`config.mk`:
```
export PLATFORM = sky130hd
export DESIGN_NAME = multicycle_ctrl
export DESIGN_NICKNAME = d
export VERILOG_FILES = /design/src/rtl/ctrl_pkg.sv /design/src/rtl/alu_dec.sv /design/src/rtl/multicycle_ctrl.sv
export SDC_FILE = /design/constraint.sdc
export NUM_CORES = 1
export LEC_CHECK = 0
export CAP_MARGIN = 30
export CORE_MARGIN = 8
export CORE_UTILIZATION = 40
export CTS_BUF_LIST = sky130_fd_sc_hd__clkbuf_8
export CTS_CLUSTER_DIAMETER = 60
export CTS_CLUSTER_SIZE = 20
export DETAILED_ROUTE_END_ITERATION = 8
export PLACE_DENSITY = 0.9
export SLEW_MARGIN = 0
export SYNTH_ARGS = -nofsm -noshare
export SYNTH_HDL_FRONTEND = slang
export SYNTH_HIERARCHICAL = 1
export SYNTH_SLANG_ARGS = --single-unit
```
`constraint.sdc`:
```
create_clock -name clk -period 2.12 [get_ports clk]
set_clock_uncertainty 0.1 [all_clocks]
set_input_delay 0.318 -clock clk [delete_from_list [all_inputs] [get_ports clk]]
set_output_delay 0.318 -clock clk [all_outputs]
set_load 0.005 [all_outputs]
```
`src/rtl/ctrl_pkg.sv`:
```
// ctrl_pkg: shared definitions for the multi-cycle RV32I controller.
//   - RV32I major opcodes recognised by the controller
//   - encodings of the datapath select/control fields driven by multicycle_ctrl
//   - the controller state enumeration
package ctrl_pkg;

  localparam logic [6:0] OP_LOAD   = 7'b0000011;
  localparam logic [6:0] OP_STORE  = 7'b0100011;
  localparam logic [6:0] OP_R      = 7'b0110011;
  localparam logic [6:0] OP_I      = 7'b0010011;
  localparam logic [6:0] OP_BRANCH = 7'b1100011;
  localparam logic [6:0] OP_JAL    = 7'b1101111;
  localparam logic [6:0] OP_LUI    = 7'b0110111;

  typedef enum logic [3:0] {
    ALU_ADD  = 4'b0000,
    ALU_SUB  = 4'b0001,
    ALU_AND  = 4'b0010,
    ALU_OR   = 4'b0011,
    ALU_XOR  = 4'b0100,
    ALU_SLL  = 4'b0101,
    ALU_SRL  = 4'b0110,
    ALU_SRA  = 4'b0111,
    ALU_SLT  = 4'b1000,
    ALU_SLTU = 4'b1001
  } alu_op_e;

  typedef enum logic [2:0] {
    IMM_I = 3'b000,
    IMM_S = 3'b001,
    IMM_B = 3'b010,
    IMM_J = 3'b011,
    IMM_U = 3'b100
  } imm_src_e;

  typedef enum logic [1:0] {
    SRC_A_PC     = 2'b00,
    SRC_A_OLD_PC = 2'b01,
    SRC_A_RS1    = 2'b10,
    SRC_A_ZERO   = 2'b11
  } src_a_e;

  typedef enum logic [1:0] {
    SRC_B_RS2  = 2'b00,
    SRC_B_IMM  = 2'b01,
    SRC_B_FOUR = 2'b10
  } src_b_e;

  typedef enum logic [1:0] {
    RES_ALU_OUT   = 2'b00,
    RES_MEM_RDATA = 2'b01,
    RES_ALU       = 2'b10
  } result_e;

  typedef enum logic [3:0] {
    ST_FETCH    = 4'd0,
    ST_DECODE   = 4'd1,
    ST_MEMADR   = 4'd2,
    ST_MEMREAD  = 4'd3,
    ST_MEMWB    = 4'd4,
    ST_MEMWRITE = 4'd5,
    ST_EXEC_R   = 4'd6,
    ST_EXEC_I   = 4'd7,
    ST_ALUWB    = 4'd8,
    ST_BRANCH   = 4'd9,
    ST_JAL      = 4'd10,
    ST_LUI      = 4'd11,
    ST_TRAP     = 4'd12
  } state_e;

endpackage

```
`src/rtl/alu_dec.sv`:
```
// alu_dec: combinational ALU operation decode shared by the R- and I-type
// execute states.
//   r_type      in  1  1 = register-register op, 0 = register-immediate op
//   funct3      in  3  IR[14:12]
//   funct7_5    in  1  IR[30]
//   alu_control out 4  alu_op_e encoding
module alu_dec
  import ctrl_pkg::*;
(
  input  logic       r_type,
  input  logic [2:0] funct3,
  input  logic       funct7_5,
  output logic [3:0] alu_control
);

  alu_op_e alu_op_s;

  // For I-type, IR[30] is immediate data except for shifts, so only R-type
  // uses it to pick SUB; any R-type combination not in the ISA decodes to ADD.
  always_comb begin
    alu_op_s = ALU_ADD;
    case (funct3)
      3'b000: if (r_type && funct7_5) alu_op_s = ALU_SUB;  else alu_op_s = ALU_ADD;
      3'b001: if (r_type && funct7_5) alu_op_s = ALU_ADD;  else alu_op_s = ALU_SLL;
      3'b010: if (r_type && funct7_5) alu_op_s = ALU_ADD;  else alu_op_s = ALU_SLT;
      3'b011: if (r_type && funct7_5) alu_op_s = ALU_ADD;  else alu_op_s = ALU_SLTU;
      3'b100: if (r_type && funct7_5) alu_op_s = ALU_ADD;  else alu_op_s = ALU_XOR;
      3'b101: if (funct7_5)           alu_op_s = ALU_SRA;  else alu_op_s = ALU_SRL;
      3'b110: if (r_type && funct7_5) alu_op_s = ALU_ADD;  else alu_op_s = ALU_OR;
      3'b111: if (r_type && funct7_5) alu_op_s = ALU_ADD;  else alu_op_s = ALU_AND;
      default: alu_op_s = ALU_ADD;
    endcase
  end

  assign alu_control = alu_op_s;

endmodule

```
`src/rtl/multicycle_ctrl.sv`:
```
// multicycle_ctrl: Moore FSM sequencing a shared-memory multi-cycle RV32I
// datapath (one ALU, one memory port, IR/old_pc/alu_out registers).
//   inputs : clk, rst_n (async, active low), opcode/funct3/funct7 (IR fields),
//            branch_taken (branch compare), mem_ready (memory handshake)
//   outputs: mem_req, mem_write, adr_src, ir_write, pc_write, reg_write,
//            alu_src_a, alu_src_b, imm_src, result_src, alu_control,
//            illegal_instr / bus_error (sticky traps), instr_done (retire pulse)
// WAIT_LIMIT bounds the cycles spent waiting on mem_ready (0 = unbounded).
module multicycle_ctrl
  import ctrl_pkg::*;
#(
  parameter int unsigned WAIT_LIMIT = 0,
  parameter int unsigned CNT_W      = 8
) (
  input  logic       clk,
  input  logic       rst_n,
  input  logic [6:0] opcode,
  input  logic [2:0] funct3,
  input  logic [6:0] funct7,
  input  logic       branch_taken,
  input  logic       mem_ready,
  output logic       mem_req,
  output logic       mem_write,
  output logic       adr_src,
  output logic       ir_write,
  output logic       pc_write,
  output logic       reg_write,
  output logic [1:0] alu_src_a,
  output logic [1:0] alu_src_b,
  output logic [2:0] imm_src,
  output logic [1:0] result_src,
  output logic [3:0] alu_control,
  output logic       illegal_instr,
  output logic       bus_error,
  output logic       instr_done
);

  localparam logic [CNT_W-1:0] LIMIT    = CNT_W'(WAIT_LIMIT);
  localparam logic [CNT_W-1:0] CNT_ONE  = CNT_W'(1);
  localparam logic             LIMIT_EN = (WAIT_LIMIT != 32'd0);

  state_e           state_r, state_next_s;
  logic [CNT_W-1:0] wait_cnt_r, wait_cnt_inc_s;
  logic             timeout_s, waiting_s;
  logic             set_illegal_s, set_bus_error_s;
  logic             illegal_r, bus_error_r;
  logic [3:0]       dec_alu_s;
  logic             unused_funct7_s;

  logic       mem_req_s, mem_write_s, adr_src_s, ir_write_s, pc_write_s;
  logic       reg_write_s, instr_done_s;
  src_a_e     alu_src_a_s;
  src_b_e     alu_src_b_s;
  imm_src_e   imm_src_s;
  result_e    result_src_s;
  logic [3:0] alu_control_s;

  assign unused_funct7_s = ^{funct7[6], funct7[4:0]};

  alu_dec u_alu_dec (
    .r_type      (state_r == ST_EXEC_R),
    .funct3      (funct3),
    .funct7_5    (funct7[5]),
    .alu_control (dec_alu_s)
  );

  // Timeout fires on the edge that would complete the WAIT_LIMIT-th idle cycle.
  assign wait_cnt_inc_s = wait_cnt_r + CNT_ONE;
  assign timeout_s      = LIMIT_EN && !mem_ready && (wait_cnt_inc_s == LIMIT);

  // State register.
  always_ff @(posedge clk or negedge rst_n) begin
    if (!rst_n) state_r <= ST_FETCH;
    else        state_r <= state_next_s;
  end

  // Next-state logic and trap detection.
  always_comb begin
    state_next_s    = state_r;
    set_illegal_s   = 1'b0;
    set_bus_error_s = 1'b0;
    case (state_r)
      ST_FETCH, ST_MEMREAD, ST_MEMWRITE: begin
        if (mem_ready) begin
          if (state_r == ST_FETCH)        state_next_s = ST_DECODE;
          else if (state_r == ST_MEMREAD) state_next_s = ST_MEMWB;
          else                            state_next_s = ST_FETCH;
        end else if (timeout_s) begin
          state_next_s    = ST_TRAP;
          set_bus_error_s = 1'b1;
        end else begin
          state_next_s = state_r;
        end
      end
      ST_DECODE: begin
        case (opcode)
          OP_LOAD, OP_STORE: state_next_s = ST_MEMADR;
          OP_R:              state_next_s = ST_EXEC_R;
          OP_I:              state_next_s = ST_EXEC_I;
          OP_BRANCH:         state_next_s = ST_BRANCH;
          OP_JAL:            state_next_s = ST_JAL;
          OP_LUI:            state_next_s = ST_LUI;
          default: begin
            state_next_s  = ST_TRAP;
            set_illegal_s = 1'b1;
          end
        endcase
      end
      ST_MEMADR: begin
        if (opcode == OP_STORE) state_next_s = ST_MEMWRITE;
        else                    state_next_s = ST_MEMREAD;
      end
      ST_EXEC_R, ST_EXEC_I, ST_JAL, ST_LUI: state_next_s = ST_ALUWB;
      ST_MEMWB, ST_ALUWB, ST_BRANCH:        state_next_s = ST_FETCH;
      ST_TRAP:                              state_next_s = ST_TRAP;
      default:                              state_next_s = ST_TRAP;
    endcase
  end

  // Counter only advances while stalled in a memory state; leaving or
  // entering one of those states restarts it from zero.
  assign waiting_s = ((state_r == ST_FETCH) || (state_r == ST_MEMREAD) ||
                      (state_r == ST_MEMWRITE)) && (state_next_s == state_r);

  // Memory wait counter.
  always_ff @(posedge clk or negedge rst_n) begin
    if (!rst_n)         wait_cnt_r <= {CNT_W{1'b0}};
    else if (waiting_s) wait_cnt_r <= wait_cnt_inc_s;
    else                wait_cnt_r <= {CNT_W{1'b0}};
  end

  // Sticky trap flags; cleared only by reset.
  always_ff @(posedge clk or negedge rst_n) begin
    if (!rst_n) begin
      illegal_r   <= 1'b0;
      bus_error_r <= 1'b0;
    end else begin
      illegal_r   <= illegal_r | set_illegal_s;
      bus_error_r <= bus_error_r | set_bus_error_s;
    end
  end

  // Moore output decode; only FETCH, MEMWRITE and BRANCH qualify by inputs.
  always_comb begin
    mem_req_s     = 1'b0;
    mem_write_s   = 1'b0;
    adr_src_s     = 1'b0;
    ir_write_s    = 1'b0;
    pc_write_s    = 1'b0;
    reg_write_s   = 1'b0;
    instr_done_s  = 1'b0;
    alu_src_a_s   = SRC_A_PC;
    alu_src_b_s   = SRC_B_RS2;
    imm_src_s     = IMM_I;
    result_src_s  = RES_ALU_OUT;
    alu_control_s = ALU_ADD;
    case (state_r)
      ST_FETCH: begin
        mem_req_s    = 1'b1;
        ir_write_s   = mem_ready;
        pc_write_s   = mem_ready;
        alu_src_b_s  = SRC_B_FOUR;
        result_src_s = RES_ALU;
      end
      ST_DECODE: begin
        alu_src_a_s = SRC_A_OLD_PC;
        alu_src_b_s = SRC_B_IMM;
        if (opcode == OP_JAL) imm_src_s = IMM_J;
        else                  imm_src_s = IMM_B;
      end
      ST_MEMADR: begin
        alu_src_a_s = SRC_A_RS1;
        alu_src_b_s = SRC_B_IMM;
        if (opcode == OP_STORE) imm_src_s = IMM_S;
        else                    imm_src_s = IMM_I;
      end
      ST_MEMREAD: begin
        mem_req_s = 1'b1;
        adr_src_s = 1'b1;
      end
      ST_MEMWB: begin
        result_src_s = RES_MEM_RDATA;
        reg_write_s  = 1'b1;
        instr_done_s = 1'b1;
      end
      ST_MEMWRITE: begin
        mem_req_s    = 1'b1;
        mem_write_s  = 1'b1;
        adr_src_s    = 1'b1;
        instr_done_s = mem_ready;
      end
      ST_EXEC_R: begin
        alu_src_a_s   = SRC_A_RS1;
        alu_control_s = dec_alu_s;
      end
      ST_EXEC_I: begin
        alu_src_a_s   = SRC_A_RS1;
        alu_src_b_s   = SRC_B_IMM;
        alu_control_s = dec_alu_s;
      end
      ST_ALUWB: begin
        reg_write_s  = 1'b1;
        instr_done_s = 1'b1;
      end
      ST_BRANCH: begin
        alu_src_a_s   = SRC_A_RS1;
        alu_control_s = ALU_SUB;
        pc_write_s    = branch_taken;
        instr_done_s  = 1'b1;
      end
      ST_JAL: begin
        alu_src_a_s = SRC_A_OLD_PC;
        alu_src_b_s = SRC_B_FOUR;
        pc_write_s  = 1'b1;
      end
      ST_LUI: begin
        alu_src_a_s = SRC_A_ZERO;
        alu_src_b_s = SRC_B_IMM;
        imm_src_s   = IMM_U;
      end
      default: begin
        mem_req_s = 1'b0;
      end
    endcase
  end

  // Enables are gated by rst_n so an in-flight request drops immediately.
  assign mem_req       = mem_req_s    & rst_n;
  assign mem_write     = mem_write_s  & rst_n;
  assign ir_write      = ir_write_s   & rst_n;
  assign pc_write      = pc_write_s   & rst_n;
  assign reg_write     = reg_write_s  & rst_n;
  assign instr_done    = instr_done_s & rst_n;
  assign adr_src       = adr_src_s;
  assign alu_src_a     = alu_src_a_s;
  assign alu_src_b     = alu_src_b_s;
  assign imm_src       = imm_src_s;
  assign result_src    = result_src_s;
  assign alu_control   = alu_control_s;
  assign illegal_instr = illegal_r;
  assign bus_error     = bus_error_r;

endmodule

```
* Word-level counts from Yosys, hierarchy flattened *
Index checks and enable logic that the tools add are counted.

cells by class
  reductions and logical operators = 15
  muxes and demuxes = 31
  equal/unequal tests = 26
  bitwise logic cells = 7

operators by type and width
  operator            count
  $pmux 4 s8          1
  $pmux 4 s6          1
  $eq 7x6->1 const B  3
  $pmux 4 s5          1
  $eq 4x3->1 const B  4
  $eq 4x4->1 const B  4
  $mux 3              5
  $eq 7x7->1 const B  2
  $eq 3x3->1 const B  4
  $mux 4              3
  $reduce_or 2->1     6
  $reduce_or 4->1     3
  $mux 1              11
  $pmux 3 s3          1
  $eq 4x2->1 const B  2
  $pmux 2 s2          2
  $pmux 4 s2          1
  $eq 7x2->1 const B  1
  $eq 7x5->1 const B  1
  $reduce_or 7->1     1
  $and 1x1->1         6
  $eq 3x2->1 const B  2
  $pmux 2 s3          1
  $reduce_or 3->1     2
  other kinds (10)    11

word-level totals
  output and inout bits = 22
  input port bits = 21
  flip-flop bits (word level) = 5
  word-level logic and storage cells = 81

* Depth between registers and ports, before layout *
  depth after elaboration = 5
  mapped depth = 7
  depth with buffers taken out = 7

* Hierarchy *
Netlist, hierarchy kept.

by module, submodules not included
  module           area an instance (µm²)  cells each  sequential area each (µm²)  times used
  multicycle_ctrl  705.7                   99          125.1                       1
  alu_dec          98.8                    14          0.0                         1

* Worst setup path before layout *
No wires, ideal clock.

  kind = register -> output
  start = register state_r[0]
  end = output port alu_control[0]
  slack = 0.308 ns
  stages on the path, launching flop included = 8
  arrival = 1.394 ns
  path buffers = 1
  data required time = 1.702 ns
  cells stage by stage = dfrtp_1 > buf_6 > nand2b_1 > nor2_1 > nor3b_2 > a21oi_1 > o32ai_2 > a32o_1

between the ends
  longest elaborated chain between the ends = 5
  elaborated cells between the ends (all ways) = 11
  those cells by class = 3 x eq/ne; 6 x mux; 2 x reduce/logical

ends and longest elaborated chain
  element                         line                    source
  start: declaration              multicycle_ctrl.sv:42   state_e state_r, state_next_s;
  start signal: assignment        multicycle_ctrl.sv:74   else state_r <= state_next_s;
  $eq 4x3->1 *                    multicycle_ctrl.sv:61   .r_type (state_r == ST_EXEC_R),
  $logic_and 1x1->1 *             n/a
  $mux 2 (tied with other cells)  alu_dec.sv:29           3'b110: if (r_type && funct7_5) alu_op_s = ALU_ADD; else alu_op_s = ALU_OR;
  $pmux 4 s8 *                    alu_dec.sv:22           case (funct3)
  via dec_alu_s[0]                multicycle_ctrl.sv:47   logic [3:0] dec_alu_s;
  $pmux 4 s2 *                    multicycle_ctrl.sv:157  case (state_r)
  end: declaration                multicycle_ctrl.sv:32   output logic [3:0] alu_control,

The timed path passes the listed nets; every way through them passes the cells marked *.

* Worst setup path in the final report *
Ends and elaborated chain as after synthesis.

==> results.cfg <==
[routing]
drtPass1Iterations = 4
post_drt_wl_per_cell_um = 17.0
ant_nets = 0
drcViolationCount = 0
vias_per_cell = 5.70
vias = 1209
wirelength_um = 3600
drt_iter0_markers = 64

[global_routing]
use_met1_pct = 17.8
met3_usage_pct = 2.97
grt_pass1_wl_um = 5550
first_global_vias = 1284
antenna_found_initial = 0
gr-usage-all-layers_pct = 19.4
grt_busiest_layer = met2
grt_use_met2_pct = 39.2
grt_overflow = 0
grt_max_degree = 13

[timing]
rsz0062_at_grt = yes
clock.fmax_mhz = 468
fin_crit_sh_pct = 101
setup_ws_ns = -0.0173
hold_violations = 0
timing.hold.ws_ns = 0.369
final-setup-viol-count = 1
slew_viol_final = 0
fin_crit_ns = 2.14

[clock_tree]
clock-sinks = 5
cts-buffers-inserted = 3
clockBufferDepth = 2
cts_hold_buf = 0
clkLatencyLatePin_ns = 0.22
htreeDepth = 1
clk_pin_slew_worst_paths_ns = 0.04
cts-root-buf = clkbuf_8
cts_tree = yes

[place]
dp_cells = 197
dp_hpwl_um = 2380
port_buffers = 35
place.gp.congestion = 0.890

[synth]
synth_top_area_share_pct = 15.6
yosysTopAreaCell = dfrtp_1
synth_mux_area_share_pct = 4.98
netlist_area_um2 = 805
synth_nets = 134
syn_area_per_cell_um2 = 7.12
synth-adder-area-share_pct = 0
synth-compound-area-share_pct = 24.0
synth_xor_xnor_area_share_pct = 2.18
synth_cell_types = 41
syn_inst = 113
yosysWarnings = 6
synth.top_cells.by_area = dfrtp_1, and3_1, a21oi_1, nand2_1, mux2_4
synth_top_family_by_area = simple AND/OR/NAND/NOR gates
synth-simple-area-share_pct = 44.5
ys_ff_latch = 5
yosysSeqAreaShare_pct = 15.6

[power]
peakVddDrop_uv = 853
powerDensity_nw_per_um2 = 1000
power.leakage_uw = 0.000857

[setup_path]
r2r_slack_ns = 0.12
required_ns = 1.70
crit_type = register to output port
reg2reg_from = state_r[2]$_DFFE_PN0P_
reg2reg_to = state_r[0]$_DFFE_PN0P_
worstPathArrival_ns = 1.72
rr_worst_depth = 6
endpoint_kind = output port
start_kind = register
cp_max_fo = 3

[run_status]
status = finished, violations left
violations = negative setup slack

[layout]
finish.net_count = 207
drive_gt1_share_pct = 40.0
final_cell_count_no_fill = 212
insertedDiodeCount = 0
mostFrequentLayoutCells = buf_4, dlygate4sd2_1, clkdlybuf4s50_1
fillers = 118
syn_to_final_growth_pct = 97.2
final_common_cell = buf_4

[floorplan]
num_io_pins = 43
die_x_um = 60.8
die_area_um2 = 3700
start_util_pct = 41.9
chipHeight_um = 60.8
design.core.area_um2 = 1920
std_cell_rows = 16

[min_path]
min_path_type = register to register
hold_path_end = illegal_instr$_DFF_PN0_
min_path_cells = 1
min_from = illegal_instr$_DFF_PN0_

[run]
max-cap-violations = 0
## how the worst max path moves through the flow
stage,start,end,cells past startpoint
after floorplan,state_r[0]$_DFFE_PN0P_,alu_control[0],7
after global placement,funct3[0],alu_control[0],6
after detailed placement,funct3[0],alu_control[0],6
after CTS,state_r[0]$_DFFE_PN0P_,alu_control[0],7
after global routing,state_r[3]$_DFFE_PN0P_,alu_control[0],8
final,state_r[0]$_DFFE_PN0P_,alu_control[0],7
## synthesized netlist by cell type (all sizes together)
library cell	n
mux2i	1
o22ai	3
or3b	1
nor2b	4
buf	3
conb	1
dfrtp	5
a21oi	10
o311ai	1
nand3	2
and3b	1
and4	1
nand2b	4
xor2	2
o32ai	1
nand3b	1
inv	5
o31a	1
or2	3
mux2	2
nor3b	5
and2	1
nor3	5
a21boi	1
clkbuf	5
nor4	4
a32o	1
or3	1
o32a	1
a2111oi	1
o21ai	5
a41oi	1
o211a	2
nor2	9
and3	9
nand2	10
## where the power goes
part | internal [µW] | leakage (µW) | switching (µW)
clock network | 125 | 0.0000269 | 55.2
logic | 678 | 0.000769 | 580
registers | 125 | 0.0000608 | 23.5
total | 928 | 0.000857 | 658
## critical path: stages (launching register included)
cell	delay (ns)
dfrtp_1	0.38
nand2b_4	0.16
nor2_4	0.11
nor3b_2	0.18
a21oi_1	0.07
o32ai_2	0.28
a32o_1	0.21
buf_2	0.11
## per-layer routing
| layer | vias to the layer above | part of all wire (%) |
|---|---|---|
| met1 | 570 | 36 |
| met3 | 11 | 5.7 |
| met5 | - | 0 |
| met2 | 68 | 56 |
| li1 | 560 | - |
| met4 | 0 | 2.1 |
## layout make-up
class | count | area (µm²) | share of cell area [%]
clock inverters | 1 | 3.75 | 0.237
well taps | 27 | 33.8 | 2.13
multi-input cells | 95 | 706 | 44.5
flip-flops and latches | 5 | 125 | 7.89
inverters | 5 | 21.3 | 1.34
clock buffers | 3 | 41.3 | 2.60
repair buffers | 76 | 656 | 41.3
## state kept, by name (all words and copies together), names as in the netlist
name           cells
illegal_instr      1
state_r            4
## logic make-up (layout without fill, tap and decap cells)
family / after synthesis / in the layout
buffers and inverters: 13 / 85
XOR/XNOR: 2 / 2
AND/OR/NAND/NOR: 61 / 61
AO/OA/AOI/OAI: 28 / 28
flip-flops: 5 / 5
multiplexers: 3 / 3
other: 1 / 1
## repair_timing
action,CTS,global route
endpoints found under the setup margin,17,10
gates resized for setup,39,25
pin swaps,3,5
setup buffers,5,6
## stage by stage
| step | utilization [%] | instance area [µm²] | TNS (ns) | power, µW | worst slack, ns |
|---|---|---|---|---|---|
| 2_1_floorplan | - | 805 | 0 | 694 | 0.308 |
| 3_3_place_gp | 71.0 | 1370 | -1.11 | 1140 | -0.271 |
| 3_5_place_dp | 71.0 | 1370 | -1.54 | 1180 | -0.353 |
| 4_1_cts | 78.4 | 1510 | -0.0758 | 1470 | -0.0758 |
| 5_1_grt | 82.6 | 1590 | -0.138 | 1680 | -0.0802 |
| 6_report | 82.6 | 1590 | -0.0173 | 1590 | -0.0173 |
Power figures use the tool's default switching activity.
